$ cat config.mk
export PLATFORM = sky130hd
export DESIGN_NAME = dma_pcie_wb_ctxt_ctl_flat
export DESIGN_NICKNAME = d
export VERILOG_FILES = /design/src/rtl/dma_pcie_wb_ctxt_pkg.sv /design/src/rtl/dma_pcie_mi_8Bx2048_4Bwe_ram_if.sv /design/src/rtl/dma_pcie_wb_ctxt_ctl_if.sv /design/src/rtl/dma_pcie_wb_ctxt_rdpipe.sv /design/src/rtl/dma_pcie_wb_ctxt_ctl.sv /design/src/flat_wrapper.sv
export SDC_FILE = /design/constraint.sdc
export NUM_CORES = 1
export LEC_CHECK = 0
export CAP_MARGIN = 0
export CORE_AREA = 2 2 172 174
export DETAILED_ROUTE_END_ITERATION = 10
export DIE_AREA = 0 0 174 176
export DONT_BUFFER_PORTS = 1
export PLACE_DENSITY = 0.56
export SLEW_MARGIN = 20
export SYNTH_ARGS = -nofsm -noshare
export SYNTH_HDL_FRONTEND = slang
export SYNTH_SLANG_ARGS = --single-unit
$ cat constraint.sdc
create_clock -name clk -period 3 [get_ports clk]
set_input_delay 0.6 -clock clk [delete_from_list [all_inputs] [get_ports clk]]
set_output_delay 0.6 -clock clk [all_outputs]
set_load 0.03 [all_outputs]
$ cat src/rtl/dma_pcie_wb_ctxt_pkg.sv
// ---------------------------------------------------------------------------
// dma_pcie_wb_ctxt_pkg
// Shared types for the writeback-context RAM controller: entry index and
// entry data types, the controller state enum, the read-pipeline tag and
// the even byte-parity helper used on both the write and the read side.
// ---------------------------------------------------------------------------
package dma_pcie_wb_ctxt_pkg;

  localparam int ENT_IDX_W  = 11;   // {dir, qid[9:0]}
  localparam int ENT_DATA_W = 64;
  localparam int ENT_PAR_W  = ENT_DATA_W / 8;
  localparam int RAM_DATA_W = 128;  // RAM read port is wider than an entry

  typedef logic [ENT_IDX_W-1:0]  ent_idx_t;
  typedef logic [ENT_DATA_W-1:0] ent_data_t;
  typedef logic [ENT_PAR_W-1:0]  ent_par_t;

  typedef enum logic {
    INIT = 1'b0,
    RUN  = 1'b1
  } ctl_state_e;

  // One slot of the read pipeline: travels alongside the RAM read.
  typedef struct packed {
    logic     vld;
    ent_idx_t qid;
  } rd_tag_t;

  // Even parity per byte: bit i is the XOR of byte i.
  function automatic ent_par_t byte_par(input ent_data_t d);
    ent_par_t p;
    for (int i = 0; i < ENT_PAR_W; i++) begin
      p[i] = ^d[8*i +: 8];
    end
    return p;
  endfunction

endpackage

$ cat src/rtl/dma_pcie_mi_8Bx2048_4Bwe_ram_if.sv
// ---------------------------------------------------------------------------
// dma_pcie_mi_8Bx2048_4Bwe_ram_if
// Port bundle of the 2048 x 8B writeback-context RAM.
//   m : controller side (drives write/read requests, receives read data)
//   s : RAM side
// Signals:
//   wen[1:0]   per-32-bit write enable      wadr  write entry index
//   wdat[63:0] write data                   wpar  even byte parity of wdat
//   ren        read enable                  radr  read entry index
//   rdat[127:0] read data (only [63:0] carries the entry)
//   rpar[7:0]  stored byte parity           rsbe/rdbe single/double bit error
// ---------------------------------------------------------------------------
interface dma_pcie_mi_8Bx2048_4Bwe_ram_if;
  import dma_pcie_wb_ctxt_pkg::*;

  logic [1:0]            wen;
  ent_idx_t              wadr;
  ent_data_t             wdat;
  ent_par_t              wpar;
  logic                  ren;
  ent_idx_t              radr;
  logic [RAM_DATA_W-1:0] rdat;
  ent_par_t              rpar;
  logic                  rsbe;
  logic                  rdbe;

  modport m (
    output wen, wadr, wdat, wpar, ren, radr,
    input  rdat, rpar, rsbe, rdbe
  );

  modport s (
    input  wen, wadr, wdat, wpar, ren, radr,
    output rdat, rpar, rsbe, rdbe
  );
endinterface

$ cat src/rtl/dma_pcie_wb_ctxt_ctl_if.sv
// ---------------------------------------------------------------------------
// dma_pcie_wb_ctxt_ctl_if
// Request/response bundle between the queue-context engine and the
// writeback-context controller.
//   master : queue-context engine (issues writes/reads, sinks responses)
//   slave  : dma_pcie_wb_ctxt_ctl
// Write:    wr_vld/wr_rdy, wr_qid, wr_be[1:0], wr_data[63:0]
// Read:     rd_vld/rd_rdy, rd_qid
// Response: rsp_vld (no backpressure), rsp_qid, rsp_data, rsp_sbe, rsp_err
// ---------------------------------------------------------------------------
interface dma_pcie_wb_ctxt_ctl_if;
  import dma_pcie_wb_ctxt_pkg::*;

  logic      wr_vld;
  logic      wr_rdy;
  ent_idx_t  wr_qid;
  logic [1:0] wr_be;
  ent_data_t wr_data;
  logic      rd_vld;
  logic      rd_rdy;
  ent_idx_t  rd_qid;
  logic      rsp_vld;
  ent_idx_t  rsp_qid;
  ent_data_t rsp_data;
  logic      rsp_sbe;
  logic      rsp_err;

  modport master (
    output wr_vld, wr_qid, wr_be, wr_data, rd_vld, rd_qid,
    input  wr_rdy, rd_rdy, rsp_vld, rsp_qid, rsp_data, rsp_sbe, rsp_err
  );

  modport slave (
    input  wr_vld, wr_qid, wr_be, wr_data, rd_vld, rd_qid,
    output wr_rdy, rd_rdy, rsp_vld, rsp_qid, rsp_data, rsp_sbe, rsp_err
  );
endinterface

$ cat src/rtl/dma_pcie_wb_ctxt_rdpipe.sv
// ---------------------------------------------------------------------------
// dma_pcie_wb_ctxt_rdpipe
// Carries {valid, qid} of each RAM read for RD_LAT cycles so it lines up
// with the RAM data, checks byte parity, and registers the response.
// Also keeps the saturating single-bit / uncorrectable error counters.
// Ports:
//   clk, rst            clock, synchronous active-high clear
//   ren_i, radr_i       RAM read request as driven to the RAM
//   rdat_i, rpar_i      entry data and stored parity from the RAM
//   rsbe_i, rdbe_i      RAM corrected / uncorrectable error flags
//   rsp_*_o             registered read response
//   sbe_cnt_o, err_cnt_o saturating error counters
// ---------------------------------------------------------------------------
module dma_pcie_wb_ctxt_rdpipe
  import dma_pcie_wb_ctxt_pkg::*;
#(
  parameter int RD_LAT = 2,
  parameter int CNT_W  = 16
) (
  input  logic             clk,
  input  logic             rst,
  input  logic             ren_i,
  input  ent_idx_t         radr_i,
  input  ent_data_t        rdat_i,
  input  ent_par_t         rpar_i,
  input  logic             rsbe_i,
  input  logic             rdbe_i,
  output logic             rsp_vld_o,
  output ent_idx_t         rsp_qid_o,
  output ent_data_t        rsp_data_o,
  output logic             rsp_sbe_o,
  output logic             rsp_err_o,
  output logic [CNT_W-1:0] sbe_cnt_o,
  output logic [CNT_W-1:0] err_cnt_o
);

  rd_tag_t [RD_LAT-1:0] tag_q;
  rd_tag_t [RD_LAT-1:0] tag_d;

  // Stage 0 captures the read as it is presented to the RAM; the last stage
  // is valid in the same cycle the RAM returns the data.
  for (genvar gi = 0; gi < RD_LAT; gi++) begin : g_tag
    if (gi == 0) begin : g_head
      assign tag_d[gi] = '{vld: ren_i, qid: radr_i};
    end else begin : g_body
      assign tag_d[gi] = tag_q[gi-1];
    end
  end

  always_ff @(posedge clk) begin
    if (rst) tag_q <= '0;
    else     tag_q <= tag_d;
  end

  rd_tag_t tail;
  logic    par_bad;
  logic    err_d;
  logic    sbe_d;

  assign tail    = tag_q[RD_LAT-1];
  assign par_bad = |(byte_par(rdat_i) ^ rpar_i);
  assign err_d   = par_bad | rdbe_i;
  // A corrected error is not worth reporting if the word is unusable anyway.
  assign sbe_d   = rsbe_i & ~err_d;

  logic             rsp_vld_q;
  ent_idx_t         rsp_qid_q;
  ent_data_t        rsp_data_q;
  logic             rsp_sbe_q;
  logic             rsp_err_q;
  logic [CNT_W-1:0] sbe_cnt_q;
  logic [CNT_W-1:0] err_cnt_q;

  always_ff @(posedge clk) begin
    if (rst) begin
      rsp_vld_q  <= 1'b0;
      rsp_qid_q  <= '0;
      rsp_data_q <= '0;
      rsp_sbe_q  <= 1'b0;
      rsp_err_q  <= 1'b0;
      sbe_cnt_q  <= '0;
      err_cnt_q  <= '0;
    end else begin
      rsp_vld_q <= tail.vld;
      rsp_sbe_q <= tail.vld & sbe_d;
      rsp_err_q <= tail.vld & err_d;
      if (tail.vld) begin
        rsp_qid_q  <= tail.qid;
        rsp_data_q <= rdat_i;
      end
      if (tail.vld && sbe_d && !(&sbe_cnt_q)) sbe_cnt_q <= sbe_cnt_q + 1'b1;
      if (tail.vld && err_d && !(&err_cnt_q)) err_cnt_q <= err_cnt_q + 1'b1;
    end
  end

  assign rsp_vld_o  = rsp_vld_q;
  assign rsp_qid_o  = rsp_qid_q;
  assign rsp_data_o = rsp_data_q;
  assign rsp_sbe_o  = rsp_sbe_q;
  assign rsp_err_o  = rsp_err_q;
  assign sbe_cnt_o  = sbe_cnt_q;
  assign err_cnt_o  = err_cnt_q;

endmodule

$ cat src/rtl/dma_pcie_wb_ctxt_ctl.sv
// ---------------------------------------------------------------------------
// dma_pcie_wb_ctxt_ctl
// Master-side controller of the 2048 x 8B writeback-context RAM (one 64-bit
// writeback base per queue: 1024 H2C + 1024 C2H). After reset it zeroes every
// entry, then accepts context writes and reads, generates byte parity on
// writes and returns parity-checked read responses at fixed latency.
// Ports:
//   clk, rst   single clock, synchronous active-high reset
//   req        request/response bundle (slave side)
//   ram        RAM port (controller side)
//   init_done  RAM clear complete
//   sbe_cnt    saturating count of responses with rsp_sbe
//   err_cnt    saturating count of responses with rsp_err
// ---------------------------------------------------------------------------
module dma_pcie_wb_ctxt_ctl
  import dma_pcie_wb_ctxt_pkg::*;
#(
  parameter int RD_LAT  = 2,
  parameter int NUM_ENT = 2048,
  parameter int CNT_W   = 16
) (
  input  logic                          clk,
  input  logic                          rst,
  dma_pcie_wb_ctxt_ctl_if.slave         req,
  dma_pcie_mi_8Bx2048_4Bwe_ram_if.m     ram,
  output logic                          init_done,
  output logic [CNT_W-1:0]              sbe_cnt,
  output logic [CNT_W-1:0]              err_cnt
);

  ctl_state_e state_q, state_d;
  ent_idx_t   idx_q, idx_d;
  logic       init_done_q, init_done_d;

  logic [1:0] wen_q, wen_d;
  ent_idx_t   wadr_q, wadr_d;
  ent_data_t  wdat_q, wdat_d;
  ent_par_t   wpar_q, wpar_d;
  logic       ren_q, ren_d;
  ent_idx_t   radr_q, radr_d;

  logic wr_rdy_w;
  logic rd_rdy_w;
  logic collision;

  // A read of an entry that is being written this very cycle must wait one
  // cycle so it is driven to the RAM after the write lands.
  assign collision = req.wr_vld & req.rd_vld & (req.wr_qid == req.rd_qid) &
                     (req.wr_be != 2'b00);

  always_comb begin
    state_d     = state_q;
    idx_d       = idx_q;
    init_done_d = init_done_q;
    wen_d       = 2'b00;
    wadr_d      = wadr_q;
    wdat_d      = wdat_q;
    wpar_d      = wpar_q;
    ren_d       = 1'b0;
    radr_d      = radr_q;
    wr_rdy_w    = 1'b0;
    rd_rdy_w    = 1'b0;

    unique case (state_q)
      INIT: begin
        wen_d  = 2'b11;
        wadr_d = idx_q;
        wdat_d = '0;
        wpar_d = '0;
        if (idx_q == ent_idx_t'(NUM_ENT - 1)) state_d = RUN;
        else                                  idx_d   = idx_q + 1'b1;
      end
      RUN: begin
        // init_done_q lags the state by one cycle, so handshakes open
        // together with init_done.
        init_done_d = 1'b1;
        wr_rdy_w    = init_done_q;
        rd_rdy_w    = init_done_q & ~collision;
        if (req.wr_vld && wr_rdy_w) begin
          wen_d  = req.wr_be;
          wadr_d = req.wr_qid;
          wdat_d = req.wr_data;
          wpar_d = byte_par(req.wr_data);
        end
        if (req.rd_vld && rd_rdy_w) begin
          ren_d  = 1'b1;
          radr_d = req.rd_qid;
        end
      end
      default: state_d = INIT;
    endcase
  end

  always_ff @(posedge clk) begin
    if (rst) begin
      state_q     <= INIT;
      idx_q       <= '0;
      init_done_q <= 1'b0;
      wen_q       <= 2'b00;
      wadr_q      <= '0;
      wdat_q      <= '0;
      wpar_q      <= '0;
      ren_q       <= 1'b0;
      radr_q      <= '0;
    end else begin
      state_q     <= state_d;
      idx_q       <= idx_d;
      init_done_q <= init_done_d;
      wen_q       <= wen_d;
      wadr_q      <= wadr_d;
      wdat_q      <= wdat_d;
      wpar_q      <= wpar_d;
      ren_q       <= ren_d;
      radr_q      <= radr_d;
    end
  end

  assign ram.wen  = wen_q;
  assign ram.wadr = wadr_q;
  assign ram.wdat = wdat_q;
  assign ram.wpar = wpar_q;
  assign ram.ren  = ren_q;
  assign ram.radr = radr_q;

  assign req.wr_rdy = wr_rdy_w;
  assign req.rd_rdy = rd_rdy_w;
  assign init_done  = init_done_q;

  // The upper half of the RAM read word carries nothing for this table.
  logic unused_rdat_hi;
  assign unused_rdat_hi = ^ram.rdat[RAM_DATA_W-1:ENT_DATA_W];

  dma_pcie_wb_ctxt_rdpipe #(
    .RD_LAT (RD_LAT),
    .CNT_W  (CNT_W)
  ) u_rdpipe (
    .clk        (clk),
    .rst        (rst),
    .ren_i      (ren_q),
    .radr_i     (radr_q),
    .rdat_i     (ram.rdat[ENT_DATA_W-1:0]),
    .rpar_i     (ram.rpar),
    .rsbe_i     (ram.rsbe),
    .rdbe_i     (ram.rdbe),
    .rsp_vld_o  (req.rsp_vld),
    .rsp_qid_o  (req.rsp_qid),
    .rsp_data_o (req.rsp_data),
    .rsp_sbe_o  (req.rsp_sbe),
    .rsp_err_o  (req.rsp_err),
    .sbe_cnt_o  (sbe_cnt),
    .err_cnt_o  (err_cnt)
  );

endmodule

$ cat src/flat_wrapper.sv
// flat-port wrapper written by rule: the top's interface ports become plain ports
module dma_pcie_wb_ctxt_ctl_flat import dma_pcie_wb_ctxt_pkg::*;
#(
  parameter int RD_LAT  = 2,
  parameter int NUM_ENT = 2048,
  parameter int CNT_W   = 16
)
  (clk, rst, init_done, sbe_cnt, err_cnt, req_wr_vld, req_wr_qid, req_wr_be, req_wr_data, req_rd_vld, req_rd_qid, req_wr_rdy, req_rd_rdy, req_rsp_vld, req_rsp_qid, req_rsp_data, req_rsp_sbe, req_rsp_err, ram_wen, ram_wadr, ram_wdat, ram_wpar, ram_ren, ram_radr, ram_rdat, ram_rpar, ram_rsbe, ram_rdbe);
  dma_pcie_wb_ctxt_ctl_if req_i ();
  dma_pcie_mi_8Bx2048_4Bwe_ram_if ram_i ();
  input  logic clk;
  input  logic rst;
  output logic init_done;
  output logic [CNT_W-1:0] sbe_cnt;
  output logic [CNT_W-1:0] err_cnt;
  input wire logic [$bits(req_i.wr_vld)-1:0] req_wr_vld;
  input wire logic [$bits(req_i.wr_qid)-1:0] req_wr_qid;
  input wire logic [$bits(req_i.wr_be)-1:0] req_wr_be;
  input wire logic [$bits(req_i.wr_data)-1:0] req_wr_data;
  input wire logic [$bits(req_i.rd_vld)-1:0] req_rd_vld;
  input wire logic [$bits(req_i.rd_qid)-1:0] req_rd_qid;
  output wire logic [$bits(req_i.wr_rdy)-1:0] req_wr_rdy;
  output wire logic [$bits(req_i.rd_rdy)-1:0] req_rd_rdy;
  output wire logic [$bits(req_i.rsp_vld)-1:0] req_rsp_vld;
  output wire logic [$bits(req_i.rsp_qid)-1:0] req_rsp_qid;
  output wire logic [$bits(req_i.rsp_data)-1:0] req_rsp_data;
  output wire logic [$bits(req_i.rsp_sbe)-1:0] req_rsp_sbe;
  output wire logic [$bits(req_i.rsp_err)-1:0] req_rsp_err;
  output wire logic [$bits(ram_i.wen)-1:0] ram_wen;
  output wire logic [$bits(ram_i.wadr)-1:0] ram_wadr;
  output wire logic [$bits(ram_i.wdat)-1:0] ram_wdat;
  output wire logic [$bits(ram_i.wpar)-1:0] ram_wpar;
  output wire logic [$bits(ram_i.ren)-1:0] ram_ren;
  output wire logic [$bits(ram_i.radr)-1:0] ram_radr;
  input wire logic [$bits(ram_i.rdat)-1:0] ram_rdat;
  input wire logic [$bits(ram_i.rpar)-1:0] ram_rpar;
  input wire logic [$bits(ram_i.rsbe)-1:0] ram_rsbe;
  input wire logic [$bits(ram_i.rdbe)-1:0] ram_rdbe;
  assign req_i.wr_vld = req_wr_vld;
  assign req_i.wr_qid = req_wr_qid;
  assign req_i.wr_be = req_wr_be;
  assign req_i.wr_data = req_wr_data;
  assign req_i.rd_vld = req_rd_vld;
  assign req_i.rd_qid = req_rd_qid;
  assign req_wr_rdy = req_i.wr_rdy;
  assign req_rd_rdy = req_i.rd_rdy;
  assign req_rsp_vld = req_i.rsp_vld;
  assign req_rsp_qid = req_i.rsp_qid;
  assign req_rsp_data = req_i.rsp_data;
  assign req_rsp_sbe = req_i.rsp_sbe;
  assign req_rsp_err = req_i.rsp_err;
  assign ram_wen = ram_i.wen;
  assign ram_wadr = ram_i.wadr;
  assign ram_wdat = ram_i.wdat;
  assign ram_wpar = ram_i.wpar;
  assign ram_ren = ram_i.ren;
  assign ram_radr = ram_i.radr;
  assign ram_i.rdat = ram_rdat;
  assign ram_i.rpar = ram_rpar;
  assign ram_i.rsbe = ram_rsbe;
  assign ram_i.rdbe = ram_rdbe;
  dma_pcie_wb_ctxt_ctl #(.RD_LAT(RD_LAT), .NUM_ENT(NUM_ENT), .CNT_W(CNT_W)) u_core (.clk(clk), .rst(rst), .req(req_i), .ram(ram_i), .init_done(init_done), .sbe_cnt(sbe_cnt), .err_cnt(err_cnt));
endmodule
==> flow_metrics.env <==
export IMPL_synth_top_cells_by_count="dfxtp_1 (244), nor2_1 (210), xnor2_1 (89)"
export IMPL_finalWeightedCongestion=0.7872
export IMPL_end_kind="register"
export IMPL_floorplan_die_area_mm2=0.03062
export IMPL_grt_pass1_vias=7209
export IMPL_number_of_buffers_added_by_the_clock_tree_synthesis_step=27
export IMPL_synth_compound_area_share_pct=9.760
export IMPL_worst_pin_slew_ns=0.6473
export IMPL_tritoncts_clock_tree="built"
export IMPL_netlist_cell_type_count=42
export IMPL_routedWlPerCell_um=17.99
export IMPL_finish_utilization_pct=40.09
export IMPL_synth_adder_area_share_pct=0.3688
export IMPL_antenna_found_initial=0
export IMPL_numClockSinks=244
export IMPL_drv_slew=0
export IMPL_synthDominantAreaCellType="dfxtp_1"
export IMPL_design_portCount=440
export IMPL_net_switching_power_w=0.001494
export IMPL_vdd_drop_max_mv=0.3536
export IMPL_floorplan_initialDensity_pct=35.65
export IMPL_detailedPlacementHpwl_um=18430
export IMPL_worst_endpoint_arrival_ns=2.97
export IMPL_place_port_buffers=0
export IMPL_clock_insertion_delay_worst_skew_ns=0.54
export IMPL_route_detailed_vias_per_inst=5.034
export IMPL_p_seq_share_pct=47.2
export IMPL_result_of_the_run="complete, no violations"
export IMPL_yosysMostFrequentCell="dfxtp_1"
export IMPL_clock_power_share_pct=47.2
export IMPL_clk_pin_slew_ns=0.06
export IMPL_critical_path_max_stage_delay_ns=0.49
export IMPL_power_frac_comb_pct=5.6
export IMPL_power_switching_fraction_pct=21.62
export IMPL_yosys_mux_area_fraction_pct=8.888
export IMPL_min_delay_path_depth=1
export IMPL_track_usage_pct=16.25
export IMPL_ys_ff_latch=244
export IMPL_critical_path_required_ns=3.47
export IMPL_p_leak_nw=3.976
export IMPL_netlist_area_mm2=0.01018
export IMPL_cts_setup_buffers=0
export IMPL_post_synth_inst_count=1074
export IMPL_worstSetupStartpointType="primary input"
export IMPL_fmax_mhz=400.9
export IMPL_floorplan_die_height_um=176
export IMPL_max_clock_path_buffers=3
export IMPL_min_to="u_core.u_rdpipe.rsp_data_o[42]"
export IMPL_cts_htree_levels=1
export IMPL_drt_antenna_violating_nets=0
export IMPL_multi_input_gate_area_mm2=0.004868
export IMPL_placedCellCount=1405
export IMPL_row_count=62
export IMPL_flow_area_growth_from_synthesis_pct=12.44
export IMPL_synth_edff_count=0
export IMPL_remaining_design_rule_violation_count=0
export IMPL_hold_bufs_at_cts=0
export IMPL_timing_clock_skew_ns=0.01452
export IMPL_wl_um=26130
export IMPL_primary_ff_master_synth="dfxtp_1"
export IMPL_via_count=7310
export IMPL_ff2ff_path_depth=7
export IMPL_timing_rr_end="u_core.u_rdpipe.sbe_cnt_o[10]"
export IMPL_num_nets_final=1283
export IMPL_drt_pass1_iter_count=5
export IMPL_hold_viol=0
export IMPL_power_report_internal_total_w=0.005414
export IMPL_worstHoldPathType="primary input to register"
export IMPL_n_antenna_cell=0
export IMPL_synth_yosys_warnings=0
export IMPL_die_width_um=174
export IMPL_r2r_start="u_core.u_rdpipe.sbe_cnt_o[3]"
export IMPL_synth_top_family_by_area="simple AND/OR/NAND/NOR gates"
export IMPL_grt_setup_unrepaired="no"
export IMPL_synthTopCellsByArea="dfxtp_1 (48%), nor2_1 (7.7%), mux2i_1 (7.7%), xnor2_1 (7.7%), a22oi_1 (5.3%)"
export IMPL_fillerInstances=2865
export IMPL_path_cells="xnor2_1 > xnor3_1 > xnor2_1 > nand4_1 > or2_2 > buf_4 > or4_1 > a21oi_1"
export IMPL_first_iter_violations=367
export IMPL_synth_simple_gate_area_share_pct=16.20
export IMPL_hp_start="rst"
export IMPL_grt_first_pass_wirelength_um=40450
export IMPL_critical_path_top_cell_by_count="xnor2_1"
export IMPL_overflow=0
export IMPL_synth_net_count=1307
export IMPL_yosys_area_share_xor_xnor_pct=12.49
export IMPL_cap_viol_max_count=0
export IMPL_grt_start_max_net_pins=244
export IMPL_syn_area_per_cell_um2=9.477
export IMPL_post_synth_top_area_fraction_pct=47.99
export IMPL_seq_area_frac_synth_pct=47.99
export IMPL_reg2reg_setup_slack_ns=0.53
export IMPL_finalCriticalPeriod_ns=2.495
export IMPL_post_route_period_util_pct=83.15
export IMPL_ff_latch_area_mm2=0.004888
export IMPL_number_of_instances_resized_during_post_cts_repair=0
export IMPL_timing_critical_path_fanout_max=6
export IMPL_timing_max_slew_rel_slack_pct=56.85
export IMPL_final_cells=1452
export IMPL_postSynth_asyncResetShare_pct=0
export IMPL_floorplan_core_area_mm2=0.02855
export IMPL_share_of_layout_cells_above_drive_strength_1_pct=8.146
export IMPL_p_per_area_mw_per_mm2=603.6
export IMPL_clk_root_buffer_cell="clkbuf_16"
export IMPL_worstSetupPathType="primary input to register"
export IMPL_setup_viol=0
export IMPL_cpMaxStageDelayCell="or4_1"
kinds of logic (layout without fill, tap and decap cells):
logic type,Yosys count,count (layout)
compound gates,141,141
flops,244,244
mux,89,89
xor+xnor,131,131
buf+inv,103,97
simple gates,363,363
fa+ha+maj,3,3
flip-flops by register name, summed over array words and instances, names as in the netlist, 12 cells and up:
name	flops
u_core.u_rdpipe.sbe_cnt_o	16
u_core.u_rdpipe.tag_d	12
u_core.u_rdpipe.err_cnt_o	16
u_core.ram.wdat	64
u_core.u_rdpipe.rsp_data_o	64
u_core.u_rdpipe.tag_q	12
cells in the final DEF, fill, tap and decap left out, types with 23 or more instances in the layout:
cell / n
xor2_1: 33
buf_4: 23
dfxtp_1: 243
inv_1: 24
nand3_1: 30
nor2_1: 210
mux2i_1: 78
clkbuf_16: 27
nand2_1: 30
nor2b_1: 27
xnor2_1: 89
a21oi_1: 30
a22oi_1: 72
worst max-delay path: cells and delay by family:
kind | cells | cell delay, ns
compound gates | 1 | 0.15
buf+inv | 1 | 0.18
simple gates | 3 | 1.13
xor+xnor | 3 | 0.89
worst max path at each step:
stage	from	to	slack, ns	cells after the start
after floorplan	ram_rdat[27]	u_core.u_rdpipe.sbe_cnt_o[13]	0.04	10
after CTS	u_core.u_rdpipe.sbe_cnt_o[3]	u_core.u_rdpipe.sbe_cnt_o[4]	0.51	7
final	ram_rdat[63]	u_core.u_rdpipe.sbe_cnt_o[15]	0.51	8
after detailed placement	ram_rdat[27]	u_core.u_rdpipe.sbe_cnt_o[10]	-0.05	7
after global placement	ram_rdat[27]	u_core.u_rdpipe.sbe_cnt_o[10]	-0.04	7
after global routing	ram_rdat[3]	u_core.u_rdpipe.sbe_cnt_o[14]	0.36	7
routing by layer:
| metal | track usage, % | up-vias | wire length, um |
|---|---|---|---|
| li1 | - | 3600 | - |
| met1 | 18.16 | 3377 | 9868 |
| met2 | 28.32 | 300 | 12500 |
| met3 | 7.515 | 33 | 3330 |
| met4 | 3.606 | 0 | 425 |
| met5 | 0 | - | 0 |
power by group through the flow:
stage                     registers, W  logic [W]  clock network [W]
after floorplan                0.00333   0.000374                  0
after global placement         0.00333   0.000387                  0
after detailed placement       0.00333   0.000388                  0
after CTS                      0.00326   0.000391            0.00338
after global routing           0.00326   0.000422            0.00349
final                          0.00326   0.000384            0.00326
final cells by class:
cell class / instances / share of cell area [%]
inverter: 24 / 0.7871
clock inverter: 7 / 0.6997
clock buffer: 40 / 7.030
multi-input combinational: 727 / 42.54
sequential: 244 / 42.71
timing repair buffer: 26 / 2.033
tap: 384 / 4.198
per-stage QoR:
stage	instance area [um2]	setup WS, ns	TNS (ns)	power [W]	hold WS, ns
floorplan	10180	0.04352	0	0.003705	0.4138
global placement	10560	-0.04160	-0.3057	0.003719	0.4164
detailed placement	10560	-0.05105	-0.4429	0.003720	0.4204
CTS	11440	0.5066	0	0.007034	0.1083
global route	11440	0.3629	0	0.007177	0.1026
finish	11440	0.5055	0	0.006908	0.1335
Note: power is estimated with default switching activity, not from simulation.
